===== src/rtl/audio_udp_rx_packer.sv =====
// -----------------------------------------------------------------------------
// audio_udp_rx_packer
//   eth_rx_clk-domain stage between the UDP receive layer and the audio cache
//   RX controller. It filters each UDP payload on destination port and a
//   4-byte audio header, then packs the PCM payload big-endian into 32-bit
//   words for the async audio FIFO write side.
//
//   Optional feature macro: AUD_SEQ_CHECK_EN
//     When it is defined, sequence-gap tracking drives lost_cnt.
//     When it is not defined, lost_cnt is tied to zero.
//
// Ports
//   eth_rx_clk       in   Ethernet receive clock
//   rst_n            in   async reset, active-low
//   udp_rx_start     in   first payload byte marker (with udp_rx_en)
//   udp_rx_end       in   last payload byte marker (with udp_rx_en)
//   udp_rx_en        in   payload byte valid
//   udp_rx_data      in   payload byte
//   udp_rx_dst_port  in   UDP destination port, stable during a packet
//   rec_en           out  packed word valid (1 cycle)
//   rec_data         out  packed word, first byte in [31:24]
//   rec_pkt_done     out  accepted packet complete (1 cycle)
//   drop_cnt         out  dropped packet count, saturating
//   trunc_flag       out  sticky: a packet exceeded MAX_WORDS
//   lost_cnt         out  sequence-gap count, saturating
// -----------------------------------------------------------------------------
module audio_udp_rx_packer #(
    parameter logic [15:0] AUD_PORT  = 16'd1234,
    parameter logic [15:0] MAGIC     = 16'h5AA5,
    parameter int          MAX_WORDS = 256
) (
    input  logic        eth_rx_clk,
    input  logic        rst_n,
    input  logic        udp_rx_start,
    input  logic        udp_rx_end,
    input  logic        udp_rx_en,
    input  logic [7:0]  udp_rx_data,
    input  logic [15:0] udp_rx_dst_port,
    output logic        rec_en,
    output logic [31:0] rec_data,
    output logic        rec_pkt_done,
    output logic [15:0] drop_cnt,
    output logic        trunc_flag,
    output logic [15:0] lost_cnt
);

    localparam int WC_W = $clog2(MAX_WORDS + 1);
    localparam logic [WC_W-1:0] MAX_WC = WC_W'(MAX_WORDS);

    typedef enum logic [1:0] {
        ST_IDLE = 2'd0,
        ST_HDR  = 2'd1,
        ST_DATA = 2'd2,
        ST_DROP = 2'd3
    } state_t;

    state_t            state_r, state_nxt_s;
    logic [1:0]        byte_cnt_r, byte_cnt_nxt_s;
    logic [23:0]       packer_r, packer_nxt_s;
    logic [WC_W-1:0]   word_cnt_r, word_cnt_nxt_s;
    logic              rec_en_r, rec_en_nxt_s;
    logic [31:0]       rec_data_r, rec_data_nxt_s;
    logic              rec_pkt_done_r, rec_pkt_done_nxt_s;
    logic [15:0]       drop_cnt_r, drop_cnt_nxt_s;
    logic              trunc_flag_r, trunc_flag_nxt_s;
    logic [1:0]        drop_inc_s;
    logic [16:0]       drop_sum_s;
    logic              emit_s;
    logic [31:0]       emit_word_s;
    logic [31:0]       shift_s;
    logic              start_v_s, end_v_s, port_ok_s, magic_ok_s, hdr_last_s;

    assign start_v_s  = udp_rx_start & udp_rx_en;
    assign end_v_s    = udp_rx_end & udp_rx_en;
    assign port_ok_s  = (udp_rx_dst_port == AUD_PORT);
    // The packer holds header bytes 0..2 when byte 3 arrives.
    assign magic_ok_s = (packer_r[23:8] == MAGIC);
    assign hdr_last_s = (byte_cnt_r == 2'd3);
    assign shift_s    = {packer_r, udp_rx_data};

    // FSM state register
    always_ff @(posedge eth_rx_clk or negedge rst_n) begin
        if (!rst_n) begin
            state_r <= ST_IDLE;
        end else begin
            state_r <= state_nxt_s;
        end
    end

    // FSM next-state logic; a start byte always restarts from the IDLE decision
    always_comb begin
        state_nxt_s = state_r;
        if (start_v_s) begin
            if (end_v_s) begin
                state_nxt_s = ST_IDLE;
            end else if (port_ok_s) begin
                state_nxt_s = ST_HDR;
            end else begin
                state_nxt_s = ST_DROP;
            end
        end else if (udp_rx_en) begin
            case (state_r)
                ST_IDLE: state_nxt_s = ST_IDLE;
                ST_HDR: begin
                    if (end_v_s) begin
                        state_nxt_s = ST_IDLE;
                    end else if (hdr_last_s) begin
                        state_nxt_s = magic_ok_s ? ST_DATA : ST_DROP;
                    end else begin
                        state_nxt_s = ST_HDR;
                    end
                end
                ST_DATA: state_nxt_s = end_v_s ? ST_IDLE : ST_DATA;
                ST_DROP: state_nxt_s = end_v_s ? ST_IDLE : ST_DROP;
                default: state_nxt_s = ST_IDLE;
            endcase
        end else begin
            state_nxt_s = state_r;
        end
    end

    // FSM output / datapath next values (all outputs are registered)
    always_comb begin
        byte_cnt_nxt_s     = byte_cnt_r;
        packer_nxt_s       = packer_r;
        word_cnt_nxt_s     = word_cnt_r;
        rec_en_nxt_s       = 1'b0;
        rec_data_nxt_s     = rec_data_r;
        rec_pkt_done_nxt_s = 1'b0;
        trunc_flag_nxt_s   = trunc_flag_r;
        drop_inc_s         = 2'd0;
        emit_s             = 1'b0;
        emit_word_s        = 32'd0;
        if (start_v_s) begin
            // An unfinished packet is aborted (+1); a 1-byte packet is short (+1).
            drop_inc_s     = {1'b0, (state_r != ST_IDLE)} + {1'b0, end_v_s};
            packer_nxt_s   = shift_s[23:0];
            byte_cnt_nxt_s = 2'd1;
            word_cnt_nxt_s = '0;
        end else if (udp_rx_en) begin
            case (state_r)
                ST_IDLE: byte_cnt_nxt_s = byte_cnt_r;
                ST_HDR: begin
                    packer_nxt_s       = shift_s[23:0];
                    // Wraps to 0 after byte 3, which is the DATA starting point.
                    byte_cnt_nxt_s     = byte_cnt_r + 2'd1;
                    rec_pkt_done_nxt_s = end_v_s & hdr_last_s & magic_ok_s;
                    drop_inc_s         = (end_v_s & ~(hdr_last_s & magic_ok_s)) ? 2'd1 : 2'd0;
                end
                ST_DATA: begin
                    packer_nxt_s       = shift_s[23:0];
                    byte_cnt_nxt_s     = byte_cnt_r + 2'd1;
                    rec_pkt_done_nxt_s = end_v_s;
                    emit_s             = hdr_last_s | end_v_s;
                    // A partial final word keeps its bytes on top, zero below.
                    case (byte_cnt_r)
                        2'd0:    emit_word_s = {udp_rx_data, 24'd0};
                        2'd1:    emit_word_s = {packer_r[7:0], udp_rx_data, 16'd0};
                        2'd2:    emit_word_s = {packer_r[15:0], udp_rx_data, 8'd0};
                        default: emit_word_s = shift_s;
                    endcase
                end
                ST_DROP: drop_inc_s = end_v_s ? 2'd1 : 2'd0;
                default: byte_cnt_nxt_s = 2'd0;
            endcase
        end else begin
            packer_nxt_s = packer_r;
        end

        // Words beyond MAX_WORDS are discarded and flagged.
        if (emit_s && (word_cnt_r < MAX_WC)) begin
            rec_en_nxt_s   = 1'b1;
            rec_data_nxt_s = emit_word_s;
            word_cnt_nxt_s = word_cnt_r + WC_W'(1);
        end else if (emit_s) begin
            trunc_flag_nxt_s = 1'b1;
        end else begin
            trunc_flag_nxt_s = trunc_flag_r;
        end

        drop_sum_s     = {1'b0, drop_cnt_r} + {15'd0, drop_inc_s};
        drop_cnt_nxt_s = drop_sum_s[16] ? 16'hFFFF : drop_sum_s[15:0];
    end

    // Datapath and output registers
    always_ff @(posedge eth_rx_clk or negedge rst_n) begin
        if (!rst_n) begin
            byte_cnt_r     <= 2'd0;
            packer_r       <= 24'd0;
            word_cnt_r     <= '0;
            rec_en_r       <= 1'b0;
            rec_data_r     <= 32'd0;
            rec_pkt_done_r <= 1'b0;
            drop_cnt_r     <= 16'd0;
            trunc_flag_r   <= 1'b0;
        end else begin
            byte_cnt_r     <= byte_cnt_nxt_s;
            packer_r       <= packer_nxt_s;
            word_cnt_r     <= word_cnt_nxt_s;
            rec_en_r       <= rec_en_nxt_s;
            rec_data_r     <= rec_data_nxt_s;
            rec_pkt_done_r <= rec_pkt_done_nxt_s;
            drop_cnt_r     <= drop_cnt_nxt_s;
            trunc_flag_r   <= trunc_flag_nxt_s;
        end
    end

    assign rec_en       = rec_en_r;
    assign rec_data     = rec_data_r;
    assign rec_pkt_done = rec_pkt_done_r;
    assign drop_cnt     = drop_cnt_r;
    assign trunc_flag   = trunc_flag_r;

`ifdef AUD_SEQ_CHECK_EN
    logic        seq_valid_r;
    logic [15:0] seq_exp_r;
    logic [15:0] lost_cnt_r;
    logic        hdr_accept_s;
    logic [15:0] seq_s;
    logic [15:0] gap_s;
    logic [16:0] lost_sum_s;

    // Header byte 3 completes a valid header: sequence number is bytes 2-3.
    assign hdr_accept_s = udp_rx_en & ~start_v_s & (state_r == ST_HDR) & hdr_last_s & magic_ok_s;
    assign seq_s        = {packer_r[7:0], udp_rx_data};
    assign gap_s        = seq_s - seq_exp_r;
    assign lost_sum_s   = {1'b0, lost_cnt_r} + {1'b0, gap_s};

    // Sequence tracking; a matching sequence adds a zero gap
    always_ff @(posedge eth_rx_clk or negedge rst_n) begin
        if (!rst_n) begin
            seq_valid_r <= 1'b0;
            seq_exp_r   <= 16'd0;
            lost_cnt_r  <= 16'd0;
        end else if (hdr_accept_s) begin
            seq_valid_r <= 1'b1;
            seq_exp_r   <= seq_s + 16'd1;
            if (seq_valid_r) begin
                lost_cnt_r <= lost_sum_s[16] ? 16'hFFFF : lost_sum_s[15:0];
            end
        end
    end

    assign lost_cnt = lost_cnt_r;
`else
    assign lost_cnt = 16'd0;
`endif

endmodule

===== config.mk =====
export PLATFORM = sky130hd
export DESIGN_NAME = audio_udp_rx_packer
export DESIGN_NICKNAME = d
export VERILOG_FILES = /design/src/rtl/audio_udp_rx_packer.sv
export SDC_FILE = /design/constraint.sdc
export NUM_CORES = 1
export LEC_CHECK = 0
export CORE_ASPECT_RATIO = 1.5
export CORE_MARGIN = 3
export CORE_UTILIZATION = 40
export DETAILED_ROUTE_END_ITERATION = 8
export PLACE_DENSITY_LB_ADDON = 0.05
export RECOVER_POWER = 50
export SLEW_MARGIN = 20
export SYNTH_ARGS = -nofsm -noshare
export SYNTH_HDL_FRONTEND = slang
export SYNTH_SLANG_ARGS = --single-unit

===== constraint.sdc =====
create_clock -name eth_rx_clk -period 3 [get_ports eth_rx_clk]
set_clock_uncertainty 0.2 [all_clocks]
set_input_delay 0.6 -clock eth_rx_clk [delete_from_list [all_inputs] [get_ports eth_rx_clk]]
set_output_delay 0.6 -clock eth_rx_clk [all_outputs]
set_load 0.02 [all_outputs]

==> flow_metrics.tcl <==
set metrics [dict create \
    path_common_cell "ha_4" \
    fin_crit_sh 0.972 \
    antenna_left 0 \
    setup_viol 0 \
    max_slew.worst_pin.slew_ns 2.07 \
    slew_violations 37 \
    synthAdderAreaFrac 0.0381 \
    row_count 46 \
    synth_top_family_by_area "simple AND/OR/NAND/NOR gates" \
    postPlaceCellArea_sq_um 5480 \
    tns_ns 0 \
    grt_pass1_vias 3472 \
    period_needed_ns 2.92 \
    synth.distinct_cells 54 \
    fill_cells 1014 \
    synth-xor-area-share 0.0176 \
    ys_ff_latch 88 \
    final_cells 684 \
    io_pins 96 \
    io_buffers 79 \
    end_kind "flop" \
    netlist_area_sq_um 4470 \
    final_area_sq_um 5850 \
    clk_pin_slew_ns 0.06 \
    drt_iter0_drc 188 \
    grt_first_pass_wirelength_mm 17.5 \
    crit_path_max_incr_delay_ns 0.41 \
    vdd_drop_max_v 0.000374 \
    synthFlopType "dfrtp_1" \
    powerDensity_nw_per_um2 734 \
    synth_edf_count 0 \
    synth_cells 448 \
    dieArea_sq_um 12500 \
    avgViaCountPerCell 5.12 \
    outcome "complete, but fails checks" \
    timing.fmax_mhz 343 \
    routed_wl_mm 10.9 \
    cp.required_ns 3.08 \
    syn_avg_cell_area_sq_um 9.97 \
    dr.pass1.iters 5 \
    cts_buffer_depth 2 \
    slew_headroom -0.379 \
    path_cells "clkdlybuf4s50_1 > and2_4 > ha_4 > a32o_2 > ha_4 > inv_2 > fa_2 > nor4b_4 > nand4_1 > buf_6 > nand2b_4" \
    globalRouteTotalUtil 0.179 \
    yosys.area_share.simple 0.184 \
    synth_mux_area_frac 0.0720 \
    seqCellArea_sq_um 2200 \
    drive_gt1_frac 0.167 \
    wl_per_cell_um 15.9 \
    start_kind "primary input" \
    hold_class "reg2reg" \
    die_h_um 135 \
    cts_root_buf "clkbuf_16" \
    syn2layout_area_growth_pct 31.1 \
    multi_input_area_sq_um 2140 \
    place.gp.congestion 0.866 \
    critical_path_class "in2reg" \
    htreeDepth 3 \
    crit_path_max_fanout 6 \
    ys_warn_count 0 \
    maxCapViolCount 1 \
    finalHoldViolCount 0 \
    antenna_found_initial 0 \
    nets 578 \
    synth_compound_area_frac 0.131 \
    synth_seq_area_share 0.493 \
    crit_slowest_cell "clkdlybuf4s50_1" \
    drc 0 \
    hold_buffers 0 \
    antenna_cells 0 \
    cts_buffers 9 \
    ys_async_sr_fraction 1.00 \
    arrival_ns 3.00 \
    grt_max_degree 53 \
    num_vias 3502 \
    coreArea_sq_um 10800 \
    cts_tree "done" \
    clk_latency_ns 0.34 \
    cts_sinks 88 \
    violations "capacitance limit, slew limit" \
    dp.cells 668 \
    start_util 0.415 \
    timing.reg2reg.setup_slack_ns 0.10 \
    place_hpwl_mm 7.90 \
    die_w_um 92.3 \
    leakagePower_nw 2.68 \
    grt-ovfl-total 0 \
]
[final timing paths]
kind,endpoint,cells after the start,startpoint
setup / recovery,drop_cnt[0],11,udp_rx_end
setup reg to reg,drop_cnt[0],11,packer_r[20]
max in group asynchronous,trunc_flag,1,rst_n
hold reg to reg,rec_data[7],2,rec_data[7]
min in group asynchronous,rec_data[5],1,rst_n
hold / removal,rec_data[7],2,rec_data[7]
[metrics by stage]
step | util | hold WS, ns | setup WS (ns) | total power, mW
global route | 0.544 | 0.280 | -0.0132 | 4.58
floorplan | - | 0.104 | -0.0886 | 2.60
CTS | 0.536 | 0.0368 | 0.0258 | 4.33
global placement | 0.509 | 0.251 | -0.200 | 3.22
detailed placement | 0.509 | 0.255 | -0.225 | 3.25
finish | 0.544 | 0.266 | 0.0826 | 4.30
[worst max-delay path, delay by kind of cell]
family / cells / cell delay, ns
AOI/OAI and AO/OA: 1 / 0.18
adders and majority gates: 3 / 0.79
buffers and inverters: 3 / 0.66
and+or+nand+nor: 4 / 0.76
[layout by cell type, fill, tap and decap left out, types with 4 or more instances in the layout]
| master | count |
|---|---|
| conb_1 | 16 |
| dfrtp_1 | 88 |
| a222oi_1 | 8 |
| and3_1 | 5 |
| a21oi_1 | 29 |
| nand2_1 | 65 |
| clkbuf_16 | 9 |
| nor2_1 | 31 |
| mux2i_1 | 4 |
| a22oi_1 | 7 |
| ha_1 | 9 |
| dlygate4sd3_1 | 19 |
| buf_4 | 18 |
| o21ai_0 | 30 |
| nand3_1 | 18 |
| xnor2_1 | 8 |
| mux2_2 | 24 |
| clkdlybuf4s50_1 | 58 |
| inv_1 | 11 |
[report_power, final]
group	switching (mW)	internal, mW
Combinational	0.801	0.717
Clock	0.440	0.625
Sequential	0.237	1.48
[kinds of logic (layout without fill, tap and decap cells)]
group | Yosys count | count (layout)
flip-flops | 88 | 88
multiplexers | 29 | 29
AO/OA/AOI/OAI | 95 | 95
other | 1 | 16
buffers and inverters | 55 | 132
AND/OR/NAND/NOR | 158 | 158
XOR/XNOR | 9 | 9
adder cells (fa/ha/maj) | 13 | 13
[synth_stat cells, types with 2 or more instances]
cell type,instances,share of area
a21boi_0,2,0.0034
a21o_1,2,0.0034
a21oi_1,30,0.034
a222oi_1,8,0.018
a22oi_1,7,0.012
a31oi_1,3,0.0042
a32o_1,2,0.0045
and2_1,2,0.0028
and3_1,6,0.0084
and4b_1,3,0.0067
buf_2,5,0.0056
buf_4,17,0.029
clkbuf_1,18,0.015
dfrtp_1,88,0.49
ha_1,12,0.034
inv_1,13,0.011
mux2_2,24,0.061
mux2i_1,4,0.0090
nand2_1,68,0.057
nand3_1,18,0.020
nand4_1,2,0.0028
nor2_1,31,0.026
nor2b_1,4,0.0056
nor3_1,2,0.0022
nor3b_1,3,0.0050
nor4_1,3,0.0042
nor4_2,2,0.0056
nor4b_1,3,0.0059
nor4bb_1,2,0.0045
o21ai_0,30,0.034
o21ai_1,2,0.0022
o31ai_1,2,0.0034
or3_1,2,0.0028
xnor2_1,8,0.016
[metal layers]
metal | routed length (um) | vias up | global-route usage
li1 | - | 1724 | -
met1 | 4410 | 1688 | 0.208
met2 | 5850 | 74 | 0.324
met3 | 311 | 16 | 0.0278
met4 | 295 | 0 | 0.0793
met5 | 0 | - | 0
[timing repair]
action | 4_1_cts | 5_1_grt
setup endpoints to repair | 2 | 16
gates resized for setup | 1 | 23
gates cloned | 0 | 1
pin swaps | 0 | 8
buffers inserted | 0 | 1
[state kept, by name (all words and copies together) (netlist names)]
name,count
rec_data,32
packer_r,24
drop_cnt,16
word_cnt_r,9
byte_cnt_r,2
state_r,2
rec_en,1
rec_pkt_done,1
trunc_flag,1
[final cells by class]
type	count	area share
clock inverters	2	0.00235
clock buffers	13	0.0462
repair buffers	103	0.171
flip-flops and latches	88	0.376
well taps	144	0.0308
inverters	14	0.00898
multi-input cells	320	0.365
Note: power is estimated with default switching activity, not from simulation.
